`config.mk`:
```
export PLATFORM = sky130hd
export DESIGN_NAME = game_control
export DESIGN_NICKNAME = d
export VERILOG_FILES = /design/src/rtl/game_control.sv
export SDC_FILE = /design/constraint.sdc
export NUM_CORES = 1
export LEC_CHECK = 0
export ABC_AREA = 0
export CAP_MARGIN = 25
export CELL_PAD_IN_SITES_DETAIL_PLACEMENT = 0
export CELL_PAD_IN_SITES_GLOBAL_PLACEMENT = 1
export CORE_MARGIN = 3
export CORE_UTILIZATION = 43
export CTS_CLUSTER_SIZE = 30
export DETAILED_ROUTE_END_ITERATION = 12
export MAX_ROUTING_LAYER = met4
export PLACE_DENSITY = 0.88
export SYNTH_ARGS = -nofsm -noshare
export SYNTH_HDL_FRONTEND = slang
export SYNTH_SLANG_ARGS = --single-unit
```
`constraint.sdc`:
```
create_clock -name clk -period 4.2 [get_ports clk]
set_clock_uncertainty 0.1 [all_clocks]
set_input_delay 0.84 -clock clk [delete_from_list [all_inputs] [get_ports clk]]
set_output_delay 0.84 -clock clk [all_outputs]
set_load 0.03 [all_outputs]
```
`src/rtl/game_control.sv`:
```
// game_control: pong match sequencer.
// Owns the left/right score counters, runs the ATTRACT / SERVE_WAIT / PLAY /
// GAME_OVER state machine and issues one-cycle serve pulses to the ball logic.
// All inputs are levels synchronous to clk; each acts only on its rising edge.
//
// Optional feature macro: GAMEOVER_TIMEOUT_EN
//   defined   -> GAME_OVER returns to ATTRACT after GAMEOVER_FRAMES frame ticks
//   undefined -> GAME_OVER persists until a coin edge or reset
//
// Event contract: there is no valid/ready handshake here. serve is a
// single-cycle strobe; serve_dir is valid whenever serve is high and the
// ball logic must accept the strobe unconditionally.
`timescale 1ns/1ps

module game_control #(
  parameter int WIN_SCORE       = 11,
  parameter int SERVE_FRAMES    = 60,
  parameter int GAMEOVER_FRAMES = 180
) (
  input  logic       clk,
  input  logic       reset,
  input  logic       vsync,
  input  logic       coin,
  input  logic       miss_left,
  input  logic       miss_right,
  output logic [3:0] left_score,
  output logic [3:0] right_score,
  output logic       serve,
  output logic       serve_dir,
  output logic       ball_enable,
  output logic       attract,
  output logic       game_over,
  output logic [1:0] state_dbg
);

  typedef enum logic [1:0] {
    ATTRACT    = 2'd0,
    SERVE_WAIT = 2'd1,
    PLAY       = 2'd2,
    GAME_OVER  = 2'd3
  } state_t;

  localparam logic [3:0] WIN_4      = 4'(WIN_SCORE);
  localparam logic [7:0] SERVE_LOAD = 8'(SERVE_FRAMES);
`ifdef GAMEOVER_TIMEOUT_EN
  localparam logic [7:0] GO_LOAD    = 8'(GAMEOVER_FRAMES);
`endif

  state_t     state, state_n;
  logic [7:0] timer, timer_n;
  logic [3:0] left_n, right_n;
  logic       serve_n, dir_n;
  logic       vsync_q, coin_q, miss_left_q, miss_right_q;
  logic       tick, coin_e, miss_left_e, miss_right_e;
  logic       start, point, won;

  // Rising-edge events: current level high, previous sample low.
  assign tick         = vsync & ~vsync_q;
  assign coin_e       = coin & ~coin_q;
  assign miss_left_e  = miss_left & ~miss_left_q;
  assign miss_right_e = miss_right & ~miss_right_q;

  // State, timer, scores, serve strobe and edge-detect history registers.
  always_ff @(posedge clk) begin
    if (reset) begin
      state        <= ATTRACT;
      timer        <= 8'd0;
      left_score   <= 4'd0;
      right_score  <= 4'd0;
      serve        <= 1'b0;
      serve_dir    <= 1'b0;
      vsync_q      <= 1'b0;
      coin_q       <= 1'b0;
      miss_left_q  <= 1'b0;
      miss_right_q <= 1'b0;
    end else begin
      state        <= state_n;
      timer        <= timer_n;
      left_score   <= left_n;
      right_score  <= right_n;
      serve        <= serve_n;
      serve_dir    <= dir_n;
      vsync_q      <= vsync;
      coin_q       <= coin;
      miss_left_q  <= miss_left;
      miss_right_q <= miss_right;
    end
  end

  // Next-state logic: per-state actions, then shared point / new-game actions.
  always_comb begin
    state_n = state;
    timer_n = timer;
    left_n  = left_score;
    right_n = right_score;
    dir_n   = serve_dir;
    serve_n = 1'b0;
    start   = 1'b0;
    point   = 1'b0;
    won     = 1'b0;
    unique case (state)
      ATTRACT: begin
        start = coin_e;
      end
      SERVE_WAIT: begin
        if (tick) begin
          timer_n = timer - 8'd1;
          if (timer == 8'd1) begin
            serve_n = 1'b1;
            state_n = PLAY;
          end
        end
      end
      PLAY: begin
        // miss_left has priority; a simultaneous miss_right is dropped.
        if (miss_left_e) begin
          right_n = right_score + 4'd1;
          dir_n   = 1'b0;
          point   = 1'b1;
          won     = (right_n == WIN_4);
        end else if (miss_right_e) begin
          left_n  = left_score + 4'd1;
          dir_n   = 1'b1;
          point   = 1'b1;
          won     = (left_n == WIN_4);
        end
      end
      GAME_OVER: begin
        start = coin_e;
`ifdef GAMEOVER_TIMEOUT_EN
        if (!coin_e && tick) begin
          timer_n = timer - 8'd1;
          if (timer == 8'd1) state_n = ATTRACT;
        end
`endif
      end
      default: state_n = ATTRACT;
    endcase

    if (point) begin
      if (won) begin
        state_n = GAME_OVER;
`ifdef GAMEOVER_TIMEOUT_EN
        timer_n = GO_LOAD;
`endif
      end else begin
        state_n = SERVE_WAIT;
        timer_n = SERVE_LOAD;
      end
    end

    // A coin edge wins over a coincident frame tick: the fresh load is kept.
    if (start) begin
      left_n  = 4'd0;
      right_n = 4'd0;
      dir_n   = 1'b0;
      timer_n = SERVE_LOAD;
      state_n = SERVE_WAIT;
    end
  end

  // Decoded status outputs and state visibility.
  always_comb begin
    attract     = (state == ATTRACT);
    game_over   = (state == GAME_OVER);
    ball_enable = (state == ATTRACT) || (state == PLAY);
    state_dbg   = state;
  end

endmodule

```
[Yosys cells after proc, flatten, opt, wreduce, memory -nomap -nowiden]
Cells that the tools add are included.
Operators by class
  eq/ne operators: 6
  muxes and demuxes: 21
  bitwise logic cells: 11
  add/sub/neg operators: 3
  reduce and logical (&&, ||, !) cells: 17
Operators by type and width (number)
  8-bit two-way mux: 4
  1-bit two-way mux: 11
  2-bit two-way mux: 5
  3-bit AND reduction: 3
  3-bit nonzero test: 3
  4-bit by 1-bit adder with 4-bit output (second input constant): 2
  4-bit equality test (second input constant): 2
  8-bit by 1-bit equality test with 1-bit output (second input constant): 1
  2-bit nonzero test: 4
  8-bit by 1-bit subtractor with 8-bit output (second input constant): 1
  1-bit NOT: 7
  6-bit two-way mux: 1
  1-bit bitwise AND: 4
  2-bit equality test (second input constant): 2
  2-bit AND reduction: 2
  2-bit OR reduction: 2
  3-bit OR reduction: 1
  2-bit by 1-bit equality test with 1-bit output (second input constant): 1
  2-bit logical NOT: 1
  1-bit logical OR: 1
Word-level totals
  bits of input ports: 6
  register bits after elaboration: 24
  output and inout bits: 15
  logic and storage cells: 70

[Depth between registers and ports, before layout]
  word-level depth: 8
  depth in mapped cells: 6
  gate-level depth less buffers: 6

[Worst setup path after synthesis]
Ideal clock, no wire load.
  kind: reg2out
  start point: register state[0] (netlist: state_dbg[0])
  end point: output port ball_enable
  required time: 3.260 ns
  slack: 1.849 ns
  buffers on the path: 1
  stages on the path, launching flop included: 5
  arrival time: 1.411 ns
  path through: dfxtp_1 -> inv_1 -> ha_1 -> clkbuf_1 -> or2_2
Between the ends
  cells in the longest elaborated chain, start to end: 2
  elaborated cells between the ends (all ways): 3
  those cells by class: eq/ne (1); reduce/logical (2)
Ends and longest elaborated chain
  start, declared: line 49  | state_t state, state_n;
  start signal, assigned: line 77  | state <= state_n;
  2-bit equality test / 2-bit logical NOT (equally long branches): line 166  | ball_enable = (state == ATTRACT) || (state == PLAY);
  1-bit logical OR (*): line 166
  end, declared: line 30  | output logic ball_enable,
Every way passes the cells marked *; elsewhere a longest branch is shown, timed or not.

[Worst setup path in the final report]
Ends and elaborated chain as after synthesis.

==> metrics.txt <==
outcome finished clean; setup_tns 0 ps; Synth top area share 37.0%; DR vias 1035; min-delay src right_score[3]; top_reg_cell synth dfxtp_1; Hold Crit Class reg2reg; first-pass GRT wire length 4.38 mm; Synth-to-Final Area Change 18.8%; Max Cap Violations 0; Worst-Margin Slew 497 ps; clk sinks 24; core footprint 2810 um^2; setup repair bufs after CTS 0; floorplan row count 19; layout cells sized above 1 8.33%; Post-Syn Nets 153; pwr dens 265 nW/um^2; Yosys cell types 39; commonest non-fill, non-tap cell in the layout dfxtp_1; CP max FO 10; initial antenna violation count 0; crit path capture type output pin; Root Buffer clkbuf_4; H-tree Lvls 1; Detailed Routing Iterations Pass 1 4; Syn Area/Cell 9.47 um^2; Pleak 0.551 nW; crit path kind reg2out; Slew headroom 66.8%; top post-synthesis cells by area dfxtp_1 37%, ha_1 9.6%, xnor2_1 6.1%; CTS clk-pin slew, worst paths 120 ps; post-synthesis sequential area ratio 37.0%; number of enable flip-flop cells after synthesis 0; Seq cells post-synth 24; drt total wl 2.61 mm; largest net degree at the start of global routing 15; area leader, netlist dfxtp_1; vias in the first global route 991; number of port buffers 20; die width 60.9 um; placed wire-length estimate 2.00 mm; clock tree buffer depth 2; Residual DRC 0; Resized cells post-CTS 0; WL per Instance 14.0 um; DIE HEIGHT 60.9 um; CTS tree done; crit path launch type flop; Hold Vio Cnt, Final 0; minimum clock period 2980 ps; Layout Utilization 55.0%; worst endpoint data arrival time 2040 ps; CTS Hold Buffers Added 0; final-report setup violation count 0; placed insts 184; fin cells 187; initial DRC count 32; peak supply drop 0.000207 V; synthesized instance count 137; Final Cycle Share 70.9%; Overflow after GRT 0; Setup crit start state_dbg[0]; CP Data Required Time 3260 ps; diode count 0; Ports 21; final RePlAce weighted congestion 0.771; yosys warns 0; worst-skew pair later-pin latency 310 ps; RSZ-0062 raised after global routing no; via-per-instance ratio 5.53; starting density of the core 46.3%; Mapped Area 1300 um^2; RR Startpoint state_dbg[1]; total global-route track usage 16.2%; CTS Buf Count 3; Max Clk Rate 336 MHz; die footprint 3710 um^2; Post-DRT Antenna Nets 0; Slew Limit Fails 0; Final nets 174; Synth async-reset ratio 0%; most frequent cells in the layout 24 x dfxtp_1, 20 x clkdlybuf4s50_1, 13 x nor2_1, 10 x ha_1
[cell families (layout without fill, tap and decap cells)]
logic type / count (synthesis) / after routing / synth area share, %
AND/OR/NAND/NOR: 50 / 50 / 25.4
flip-flops: 24 / 24 / 37.0
buffers and inverters: 13 / 32 / 3.95
AO/OA/AOI/OAI: 25 / 25 / 13.7
adder cells (fa/ha/maj): 10 / 10 / 9.64
XOR/XNOR: 13 / 13 / 8.78
multiplexers: 2 / 2 / 1.54
[power by group]
part,internal (mW),switching (mW),total [mW]
logic,0.0295,0.0359,0.0654
clock network,0.0335,0.0631,0.0967
registers,0.237,0.00978,0.247
total,0.300,0.109,0.409
[registers in the layout (all words and copies together) (netlist names)]
signal and cells:
left_score 4, coin_q 1, serve_dir 1, timer 8, miss_right_q 1, serve 1, right_score 4, state_dbg 2
miss_left_q 1, vsync_q 1
[per-layer routing]
layer | global-route usage (%) | share of wire [%] | wire [um]
met5 | - | 0 | 0
met4 | 3.72 | 0.88 | 23
met3 | 3.83 | 3.5 | 92
met2 | 27.2 | 50 | 1320
met1 | 19.7 | 45 | 1180
[path summary, 6_finish.rpt]
path	to	slack, ps	depth (start not counted)
setup reg to reg	left_score[3]	2140	5
hold reg to reg	right_score[3]	430	2
hold / removal	right_score[3]	430	2
setup / recovery	ball_enable	1220	4
[worst max-delay path, stage by stage (launching register included)]
cell             delay, ps
dfxtp_1                410
inv_1                   80
ha_1                   310
or2_2                  330
clkdlybuf4s50_1        590
[cell type report]
class | count | area (um^2)
clock buffers | 3 | 22.5
flip-flops and latches | 24 | 480
repair buffers | 20 | 200
well taps | 31 | 38.8
inverters | 9 | 33.8
fillers | 272 | 1260
multi-input cells | 100 | 766
[Yosys cell counts (all sizes together) (2+ instances only)]
cell type  count
dfxtp         24
nor2          13
ha            10
inv            9
xnor2          9
nor2b          8
a211oi         7
a21oi          5
nor4           5
o21ai          4
xor2           4
nand3          3
nand4          3
or3            3
buf            2
clkbuf         2
mux2i          2
nand2          2
nand2b         2
nor3           2
o211ai         2
o21a           2
or3b           2
[through the flow]
stage | instance area [um^2] | power, mW | worst slack [ps] | hold slack [ps]
floorplan | 1300 | 0.298 | 1850 | 430
global placement | 1520 | 0.316 | 1600 | 399
detailed placement | 1520 | 0.318 | 1540 | 410
CTS | 1540 | 0.415 | 1200 | 430
global route | 1540 | 0.429 | 1140 | 464
finish | 1540 | 0.409 | 1220 | 429
(Power assumes the default switching activity.)
